[config.mk]
export PLATFORM = sky130hd
export DESIGN_NAME = sma_rsp_flat
export DESIGN_NICKNAME = d
export VERILOG_FILES = /design/src/rtl/sma_pkg.sv /design/src/rtl/sma_rsp_if.sv /design/src/rtl/sma_fifo.sv /design/src/rtl/sma_rsp.sv /design/src/flat_wrapper.sv
export SDC_FILE = /design/constraint.sdc
export NUM_CORES = 1
export LEC_CHECK = 0
export BUFFER_PORTS_ARGS = -buffer_cell sky130_fd_sc_hd__buf_2
export CAP_MARGIN = 15
export CORE_ASPECT_RATIO = 1.2
export CORE_MARGIN = 8
export CORE_UTILIZATION = 59
export DETAILED_ROUTE_END_ITERATION = 12
export GPL_TIMING_DRIVEN = 0
export PLACE_DENSITY = 0.78
export SYNTH_ARGS = -nofsm -noshare
export SYNTH_HDL_FRONTEND = slang
export SYNTH_SLANG_ARGS = --single-unit
[constraint.sdc]
create_clock -name clk -period 11.05 [get_ports clk]
set_input_delay 2.7625 -clock clk [delete_from_list [all_inputs] [get_ports clk]]
set_output_delay 2.7625 -clock clk [all_outputs]
set_load 0.01 [all_outputs]
[src/rtl/sma_pkg.sv]
// Shared constants for the sma read responder: default depths, address
// width and the counter-width helper used by the credit/outstanding logic.
package sma_pkg;

  localparam int DEF_DW  = 64;
  localparam int DEF_CQD = 4;
  localparam int DEF_RQD = 8;
  localparam int AW      = 32;

  // A counter that must hold every value 0..depth inclusive.
  function automatic int cnt_w(input int depth);
    return $clog2(depth + 1);
  endfunction

  localparam int DEF_CW = cnt_w(DEF_RQD);

endpackage

[src/rtl/sma_rsp_if.sv]
// Bus bundle for sma_rsp: initiator command side, memory port, consumer
// data side, sticky error, and credit/outstanding counters exposed for
// debug visibility.
//
// Handshake rules (all sampled on the rising clock edge):
//   command : transfer when cmd && rdy; rdy depends only on registered state.
//   memory  : request transfers when mem_req && mem_gnt; mem_req holds until
//             granted; mem_vld carries one beat, returned in request order.
//   data    : transfer when dvl && dack; dvl/dat hold until taken.
interface sma_rsp_if
  import sma_pkg::*;
#(
  parameter int DW  = DEF_DW,
  parameter int RQD = DEF_RQD
);

  localparam int CW = cnt_w(RQD);

  logic          cmd;
  logic [AW-1:0] add;
  logic          rdy;
  logic          bzy;
  logic          mem_req;
  logic [AW-1:0] mem_add;
  logic          mem_gnt;
  logic          mem_vld;
  logic [DW-1:0] mem_dat;
  logic          dvl;
  logic [DW-1:0] dat;
  logic          dack;
  logic          err;
  logic [CW-1:0] credit;
  logic [CW-1:0] outs;

  // Responder view.
  modport slave (
    input  cmd, add, mem_gnt, mem_vld, mem_dat, dack,
    output rdy, bzy, mem_req, mem_add, dvl, dat, err, credit, outs
  );

  // Environment view (initiator, memory and consumer together).
  modport master (
    output cmd, add, mem_gnt, mem_vld, mem_dat, dack,
    input  rdy, bzy, mem_req, mem_add, dvl, dat, err, credit, outs
  );

endinterface

[src/rtl/sma_fifo.sv]
// Synchronous FIFO with registered pointers carrying one extra wrap bit.
// Push and pop in the same cycle both take effect; a pop on a full FIFO
// frees the slot for the simultaneous push, and a push into an empty FIFO
// is never visible on dout in the same cycle.
module sma_fifo #(
  parameter int WIDTH = 32,
  parameter int DEPTH = 4
) (
  input  logic             clk,
  input  logic             rst,
  input  logic             push,
  input  logic             pop,
  input  logic [WIDTH-1:0] din,
  output logic [WIDTH-1:0] dout,
  output logic             full,
  output logic             empty
);

  localparam int PW = $clog2(DEPTH);
  localparam logic [PW:0] PTR_ONE = {{PW{1'b0}}, 1'b1};

  logic [WIDTH-1:0] mem [DEPTH];
  logic [PW:0]      wr_ptr;
  logic [PW:0]      rd_ptr;
  logic             do_push;
  logic             do_pop;

  assign empty   = (wr_ptr == rd_ptr);
  assign full    = (wr_ptr[PW] != rd_ptr[PW]) &&
                   (wr_ptr[PW-1:0] == rd_ptr[PW-1:0]);
  assign do_pop  = pop && !empty;
  assign do_push = push && (!full || do_pop);
  assign dout    = mem[rd_ptr[PW-1:0]];

  // Pointer update; wrap comes for free from the power-of-two depth.
  always_ff @(posedge clk) begin
    if (rst) begin
      wr_ptr <= '0;
      rd_ptr <= '0;
    end else begin
      if (do_push) wr_ptr <= wr_ptr + PTR_ONE;
      if (do_pop)  rd_ptr <= rd_ptr + PTR_ONE;
    end
  end

  // Storage write; contents need no reset because empty masks them.
  always_ff @(posedge clk) begin
    if (do_push) mem[wr_ptr[PW-1:0]] <= din;
  end

endmodule

[src/rtl/sma_rsp.sv]
// Read responder: queues initiator read commands, issues them to a memory
// port, buffers returning data and hands it to the consumer. A credit
// counter reserves a return-queue slot per accepted command so memory data
// always has room; protocol violations latch a sticky error.
module sma_rsp
  import sma_pkg::*;
#(
  parameter int DW  = DEF_DW,
  parameter int CQD = DEF_CQD,
  parameter int RQD = DEF_RQD
) (
  input logic      clk,
  input logic      rst,
  sma_rsp_if.slave bus
);

  localparam int CW = cnt_w(RQD);
  localparam logic [CW-1:0] CREDIT_MAX = CW'(RQD);
  localparam logic [CW-1:0] CNT_ONE    = {{(CW-1){1'b0}}, 1'b1};

  logic          cmd_push;
  logic          cmd_pop;
  logic          cmd_full;
  logic          cmd_empty;
  logic [AW-1:0] cmd_head;

  logic          ret_push;
  logic          ret_pop;
  logic          ret_full;
  logic          ret_empty;
  logic [DW-1:0] ret_head;

  logic [CW-1:0] credit;
  logic [CW-1:0] outs;
  logic          err_q;
  logic          rdy_i;
  logic          vld_expected;
  logic          err_set;

  // Ready comes from registered state only, never from cmd.
  assign rdy_i    = !cmd_full && (credit < CREDIT_MAX);
  assign cmd_push = bus.cmd && rdy_i;
  assign cmd_pop  = !cmd_empty && bus.mem_gnt;
  assign ret_pop  = !ret_empty && bus.dack;

  // Memory data is only accepted against a granted, unreturned request;
  // a stray beat is dropped so credit accounting stays consistent.
  assign vld_expected = bus.mem_vld && (outs != '0);
  assign ret_push     = vld_expected;

  assign err_set = (bus.cmd && !rdy_i) ||
                   (bus.mem_vld && (outs == '0)) ||
                   (bus.mem_vld && ret_full && !ret_pop);

  sma_fifo #(
    .WIDTH (AW),
    .DEPTH (CQD)
  ) u_cmd_q (
    .clk   (clk),
    .rst   (rst),
    .push  (cmd_push),
    .pop   (cmd_pop),
    .din   (bus.add),
    .dout  (cmd_head),
    .full  (cmd_full),
    .empty (cmd_empty)
  );

  sma_fifo #(
    .WIDTH (DW),
    .DEPTH (RQD)
  ) u_ret_q (
    .clk   (clk),
    .rst   (rst),
    .push  (ret_push),
    .pop   (ret_pop),
    .din   (bus.mem_dat),
    .dout  (ret_head),
    .full  (ret_full),
    .empty (ret_empty)
  );

  // Credit: one slot reserved per accepted command, released on consumer take.
  always_ff @(posedge clk) begin
    if (rst) begin
      credit <= '0;
    end else begin
      case ({cmd_push, ret_pop})
        2'b10:   credit <= credit + CNT_ONE;
        2'b01:   credit <= credit - CNT_ONE;
        default: credit <= credit;
      endcase
    end
  end

  // Outstanding: requests granted by memory whose data has not come back.
  always_ff @(posedge clk) begin
    if (rst) begin
      outs <= '0;
    end else begin
      case ({cmd_pop, vld_expected})
        2'b10:   outs <= outs + CNT_ONE;
        2'b01:   outs <= outs - CNT_ONE;
        default: outs <= outs;
      endcase
    end
  end

  // Sticky protocol error; only reset clears it.
  always_ff @(posedge clk) begin
    if (rst) begin
      err_q <= 1'b0;
    end else if (err_set) begin
      err_q <= 1'b1;
    end
  end

  assign bus.rdy     = rdy_i;
  assign bus.bzy     = (credit != '0);
  assign bus.mem_req = !cmd_empty;
  assign bus.mem_add = cmd_head;
  assign bus.dvl     = !ret_empty;
  assign bus.dat     = ret_head;
  assign bus.err     = err_q;
  assign bus.credit  = credit;
  assign bus.outs    = outs;

endmodule

[src/flat_wrapper.sv]
// flat-port wrapper written by rule: the top's interface ports become plain ports
module sma_rsp_flat import sma_pkg::*;
#(
  parameter int DW  = DEF_DW,
  parameter int CQD = DEF_CQD,
  parameter int RQD = DEF_RQD
)
  (clk, rst, bus_cmd, bus_add, bus_mem_gnt, bus_mem_vld, bus_mem_dat, bus_dack, bus_rdy, bus_bzy, bus_mem_req, bus_mem_add, bus_dvl, bus_dat, bus_err, bus_credit, bus_outs);
  sma_rsp_if #(.DW(DW), .RQD(RQD)) bus_i ();
  input logic clk;
  input logic rst;
  input wire logic [$bits(bus_i.cmd)-1:0] bus_cmd;
  input wire logic [$bits(bus_i.add)-1:0] bus_add;
  input wire logic [$bits(bus_i.mem_gnt)-1:0] bus_mem_gnt;
  input wire logic [$bits(bus_i.mem_vld)-1:0] bus_mem_vld;
  input wire logic [$bits(bus_i.mem_dat)-1:0] bus_mem_dat;
  input wire logic [$bits(bus_i.dack)-1:0] bus_dack;
  output wire logic [$bits(bus_i.rdy)-1:0] bus_rdy;
  output wire logic [$bits(bus_i.bzy)-1:0] bus_bzy;
  output wire logic [$bits(bus_i.mem_req)-1:0] bus_mem_req;
  output wire logic [$bits(bus_i.mem_add)-1:0] bus_mem_add;
  output wire logic [$bits(bus_i.dvl)-1:0] bus_dvl;
  output wire logic [$bits(bus_i.dat)-1:0] bus_dat;
  output wire logic [$bits(bus_i.err)-1:0] bus_err;
  output wire logic [$bits(bus_i.credit)-1:0] bus_credit;
  output wire logic [$bits(bus_i.outs)-1:0] bus_outs;
  assign bus_i.cmd = bus_cmd;
  assign bus_i.add = bus_add;
  assign bus_i.mem_gnt = bus_mem_gnt;
  assign bus_i.mem_vld = bus_mem_vld;
  assign bus_i.mem_dat = bus_mem_dat;
  assign bus_i.dack = bus_dack;
  assign bus_rdy = bus_i.rdy;
  assign bus_bzy = bus_i.bzy;
  assign bus_mem_req = bus_i.mem_req;
  assign bus_mem_add = bus_i.mem_add;
  assign bus_dvl = bus_i.dvl;
  assign bus_dat = bus_i.dat;
  assign bus_err = bus_i.err;
  assign bus_credit = bus_i.credit;
  assign bus_outs = bus_i.outs;
  sma_rsp #(.DW(DW), .CQD(CQD), .RQD(RQD)) u_core (.clk(clk), .rst(rst), .bus(bus_i));
endmodule
==> results.toml, run 1 <==
[outcome]
status = "complete, no violations"

[critical_path]
cp_data_arrival_time_ns = 3.14
crit_path_end_kind = "primary output"
cpLargestDelayFamily = "buffers and inverters"
crit_chain = "clkbuf_1 -> clkbuf_1 -> mux4_2 -> mux2_2 -> buf_2"
crit_top_cell = "clkbuf_1"
crit_path_top_delay_cell = "clkbuf_1"
crit_buf_inv = 3
path_max_fanout = 10
path_class = "flip-flop to primary output"
cp.required_ns = 8.29
cpPeakStageDelay_ns = 0.66
startpoint_type = "flip-flop"

[clocking]
numCtsBuffers = 60
cts_tree = "done"
root_buffer = "clkbuf_16"
post_cts_buffers = 0
clockBufferDepth = 3
cts_max_level = 2
cts.sinks = 668
ctsHoldBuffers = 0
insertion_delay_ns = 0.61
cts_resized = 0
clk_pin_slew_ns = 0.06

[final_layout]
drive_gt1_frac = 0.427
most-common-layout-cells = "edfxtp_1 (640), buf_2 (227), mux4_2 (160)"
stdcell_area_um2 = 29800
final_common_cell = "edfxtp_1"
nets = 1528
fin_cells = 2022
area_growth_syn_to_layout_pct = 17.4

[timing]
finalSetupViolations = 0
clock_skew_ns = 0.0210
worstMarginPinSlew_ns = 0.962
layout_min_cycle_time_ns = 5.90
finalMaxSlewViolations = 0
max_freq_mhz = 169
finalHoldViolations = 0
min_period_over_period = 0.534
rsz0062_at_grt = "false"
fin_setup_tns_ns = 0
relSlewSlack = 0.357

[floorplanning]
design.core.area_um2 = 42600
start_util = 0.596
core.rowCount = 83
pin_count = 211
dieWidth_um = 205
die_area_um2 = 49900
die_y_um = 243

[synthesis]
synth-edff-count = 640
synth_area_um2 = 25400
ys_warn_count = 0
ys_seq_area_frac = 0.779
synth.avg_cell_area_um2 = 23.4
syn_nets = 1200
synth-seq-cells = 668
ys.flop_type = "edfxtp_1"
synthArstFlopShare = 0
netlist-cell-type-count = 50
postSynthCellCount = 1086

[placement]
dp_cells = 1904
gp_congestion = 0.779
port_buffers = 210
placed_area_um2 = 27800
dp.final_hpwl_um = 34700

[flow_run]
maxCapViolCount = 0

[pwr]
p_per_area_nw_per_um2 = 209
vdd_ir_drop_max_v = 0.000179
power_leakage_nw = 9.79

[global_routing]
antenna_found_initial = 14
gr-total-overflow = 0
grt_max_degree = 34
grt_pass1_wl_um = 78500
grt_pass1_vias = 12700
grt_usage = 0.211

[routing]
dr.first_iter.drc_count = 932
drt_wl_total_um = 52700
wire_per_inst_um = 26.1
viasPerCell = 6.01
drt_first_pass_iters = 5
ant_nets = 0
post-route-drc-count = 0
num_vias = 12200

[worst_hold_path]
worst_hold_path_type = "flip-flop to flip-flop"
## metrics by stage
stage | power, mW | hold slack, ns | setup WS [ns] | util
floorplan | 3.81 | 0.479 | 2.53 | -
global route | 6.47 | 0.529 | 5.02 | 0.700
finish | 6.24 | 0.505 | 5.15 | 0.700
CTS | 6.31 | 0.501 | 5.06 | 0.700
detailed placement | 4.26 | 0.485 | 5.75 | 0.654
global placement | 4.21 | 0.462 | -2.32 | 0.637
## cells by family after synthesis
kind of cell               count (synthesis)  share of synthesized area
AOI/OAI and AO/OA                         26                    0.00917
xor gates and xnor gates                  23                    0.00882
adders and majority gates                 12                    0.00592
buffers and inverters                     58                     0.0100
DFF                                      668                      0.779
muxes                                    227                      0.172
and+or+nand+nor                           72                     0.0152
## Yosys cell counts (all sizes together) (4+ instances only)
master    n  area [um^2]
a21oi    10         61.3
and2      4         25.0
buf      29          145
clkbuf   19         71.3
dfxtp    28          561
edfxtp  640        19200
ha       12          150
inv      10         37.5
mux2     64          721
mux4    160         3600
nand2    11         41.3
nor2     24         90.1
nor3      6         41.3
nor3b     7         52.6
xnor2     9         78.8
xor2     14          145
## state kept, by name, indices dropped and copies added, names as in the netlist, named ones only
signal and count:
u_core.u_ret_q.mem 512, u_core.u_cmd_q.mem 128, u_core.bus.credit 4, u_core.bus.outs 4, u_core.u_ret_q.rd_ptr 4, u_core.u_ret_q.wr_ptr 4, u_core.u_cmd_q.rd_ptr 3, u_core.u_cmd_q.wr_ptr 3
u_core.bus.err 1
## final timing paths
check,startpoint,end,slack [ns],cells after the start
worst min register to register,u_core.bus.err,u_core.bus.err,0.50,1
worst max register to register,u_core.u_ret_q.wr_ptr[0],u_core.u_ret_q.mem[6][45],7.96,10
worst max-delay path,flip-flop,bus_dat[37],5.15,5
worst min-delay path,u_core.bus.err,u_core.bus.err,0.50,1
## routing by layer
metal	GRT usage	vias to the layer above	wire (um)
li1	-	5240	-
met1	0.273	6354	20800
met2	0.355	461	27100
met3	0.0478	92	3570
met4	0.0604	14	1110
met5	0	-	93
## power breakdown
group          total [mW]  switching (mW)  internal, mW
clock network        2.05           0.887          1.16
logic                1.15           0.608         0.539
registers            3.04          0.0640          2.98
total                6.24            1.56          4.68
## cell type report
class | count | area, um^2
Antenna cell | 8 | 20.0
Buffer | 48 | 216
Clock buffer | 69 | 1540
Clock inverter | 41 | 412
Fill cell | 2525 | 12800
Inverter | 10 | 37.5
Multi-Input combinational cell | 360 | 5390
Sequential cell | 668 | 19800
Tap cell | 552 | 691
Timing Repair Buffer | 266 | 1730
No activity file was read; power rests on OpenSTA's default activity.
==> run 2: changes to the inputs <==
Clock period 11.05 ns to 5.89 ns, I/O delays scaled along.
==> run 2 against run 1 <==
  * Design area is 0.37% higher
  * Sequential share of layout area is 0.24 points lower
  * Routed wire length is 0.42% lower
  * Non-clock buffer count is 8 lower
  * Hold slack worse by 0.017 ns
  * Final cell count is 0.45% lower
  * Largest power group unchanged
  * Combinational power is 88% higher
  * Core utilization is 0.26 points higher
  * Total power is 88% higher
  * Sequential power is 88% higher
  * Clock skew is 0.0029 ns lower
  * Setup slack worse by 3.8 ns
==> results.toml, run 2 (synthesis gave the netlist of run 1 again) <==
[flow_run]
maxCapViolCount = 0

[timing]
finalSetupViolations = 0
rsz0062_at_grt = "false"
worstMarginPinSlew_ns = 0.907
hold_slack_ns = 0.488
relSlewSlack = 0.396
fin_setup_tns_ns = 0
layout_min_cycle_time_ns = 4.58
finalMaxSlewViolations = 0
clock_skew_ns = 0.0181
max_freq_mhz = 218
min_period_over_period = 0.778
finalHoldViolations = 0

[worst_hold_path]
holdPathStages = 1
holdCritStartpoint = "u_core.bus.err"
worst_hold_path_type = "flip-flop to flip-flop"
min_to = "u_core.bus.err"

[routing]
drt_first_pass_iters = 5
wire_per_inst_um = 26.1
ant_nets = 0
num_vias = 12000
dr.first_iter.drc_count = 855
viasPerCell = 5.96
drt_wl_total_um = 52500
post-route-drc-count = 0

[placement]
gp_congestion = 0.757
port_buffers = 210
dp.final_hpwl_um = 34700
dp_cells = 1896

[clocking]
ctsHoldBuffers = 0
cts.sinks = 668
cts_resized = 0
numCtsBuffers = 60
cts_tree = "done"
cts_max_level = 2
insertion_delay_ns = 0.62
clk_pin_slew_ns = 0.07
root_buffer = "clkbuf_16"
clockBufferDepth = 3
post_cts_buffers = 0

[global_routing]
grt_pass1_wl_um = 78800
antenna_found_initial = 10
grt_usage = 0.212
gr-total-overflow = 0
grt_pass1_vias = 12800
grt_max_degree = 34

[floorplanning]
dieWidth_um = 205
start_util = 0.596
die_area_um2 = 49900
die_y_um = 243
core.rowCount = 83
design.core.area_um2 = 42600
pin_count = 211

[final_layout]
seqCellArea_um2 = 19800
multi_input_area_um2 = 5410
final_core_util = 0.703
final_common_cell = "edfxtp_1"
area_growth_syn_to_layout_pct = 17.9
largest_reg_flops = 512
drive_gt1_frac = 0.423
fin_cells = 2013
most-common-layout-cells = "edfxtp_1 (640), buf_2 (227), mux4_2 (160)"
fill_cells = 2519
nets = 1520

[critical_path]
cpPeakStageDelay_ns = 0.64
crit_path_end_kind = "primary output"
timing.rr.end = "u_core.u_ret_q.mem[2][19]"
r2r-start = "u_core.u_ret_q.wr_ptr[0]"
crit_chain = "clkbuf_1 -> buf_2 -> mux4_2 -> mux2_2 -> buf_2"
path_max_fanout = 10
cp.required_ns = 4.42
cp_data_arrival_time_ns = 3.11
path_class = "flip-flop to primary output"
crit_top_cell = "buf_2"
reg2reg_depth = 9
reg2reg_slack_ns = 2.88
crit_path_top_delay_cell = "clkbuf_1"
startpoint_type = "flip-flop"

[pwr]
power_leakage_nw = 9.81
p_per_area_nw_per_um2 = 392
vdd_ir_drop_max_v = 0.000327

[outcome]
status = "complete, no violations"
[run 2: power by group]
part	switching, mW	internal (mW)
Sequential	0.118	5.59
Combinational	1.14	1.01
Clock	1.67	2.18
Total	2.94	8.79
[run 2: routing by layer]
| metal | routed length, um | track usage | up-vias | part of all wire |
|---|---|---|---|---|
| li1 | - | - | 5234 | - |
| met1 | 20000 | 0.262 | 6267 | 0.38 |
| met2 | 27900 | 0.367 | 404 | 0.53 |
| met3 | 3500 | 0.0538 | 84 | 0.067 |
| met4 | 1070 | 0.0577 | 8 | 0.020 |
| met5 | 51 | 0 | - | 0.00097 |
[run 2: cell type report]
cell class              instances  share of cell area
flip-flops and latches        668               0.661
clock buffers                  69              0.0527
well taps                     552              0.0231
multi-input cells             360               0.181
plain buffers                  48             0.00724
clock inverters                42              0.0128
repair buffers                258              0.0604
inverters                      10             0.00125
diodes                          6            0.000502
[run 2: critical path: cells and delay by family (launching register included)]
family   cells  cell delay (ns)
buf+inv      3             1.30
mux          2             0.87
flops        1             0.33
[run 2: per-stage QoR]
| step | power [mW] | cell area, um^2 | setup WS [ns] |
|---|---|---|---|
| 2_1_floorplan | 7.14 | 25400 | -1.34 |
| 5_1_grt | 12.2 | 29900 | 1.14 |
| 4_1_cts | 11.8 | 29900 | 1.22 |
| 3_5_place_dp | 8.00 | 27900 | 1.89 |
| 6_report | 11.7 | 29900 | 1.31 |
| 3_3_place_gp | 7.76 | 27100 | -6.13 |
[run 2: worst max path at each step]
stage | cells after the start | to
floorplan | 4 | u_core.u_ret_q.mem[2][0]
global placement | 5 | u_core.u_ret_q.mem[1][42]
detailed placement | 5 | bus_dat[59]
CTS | 5 | bus_dat[59]
global route | 5 | bus_dat[59]
finish | 5 | bus_dat[59]
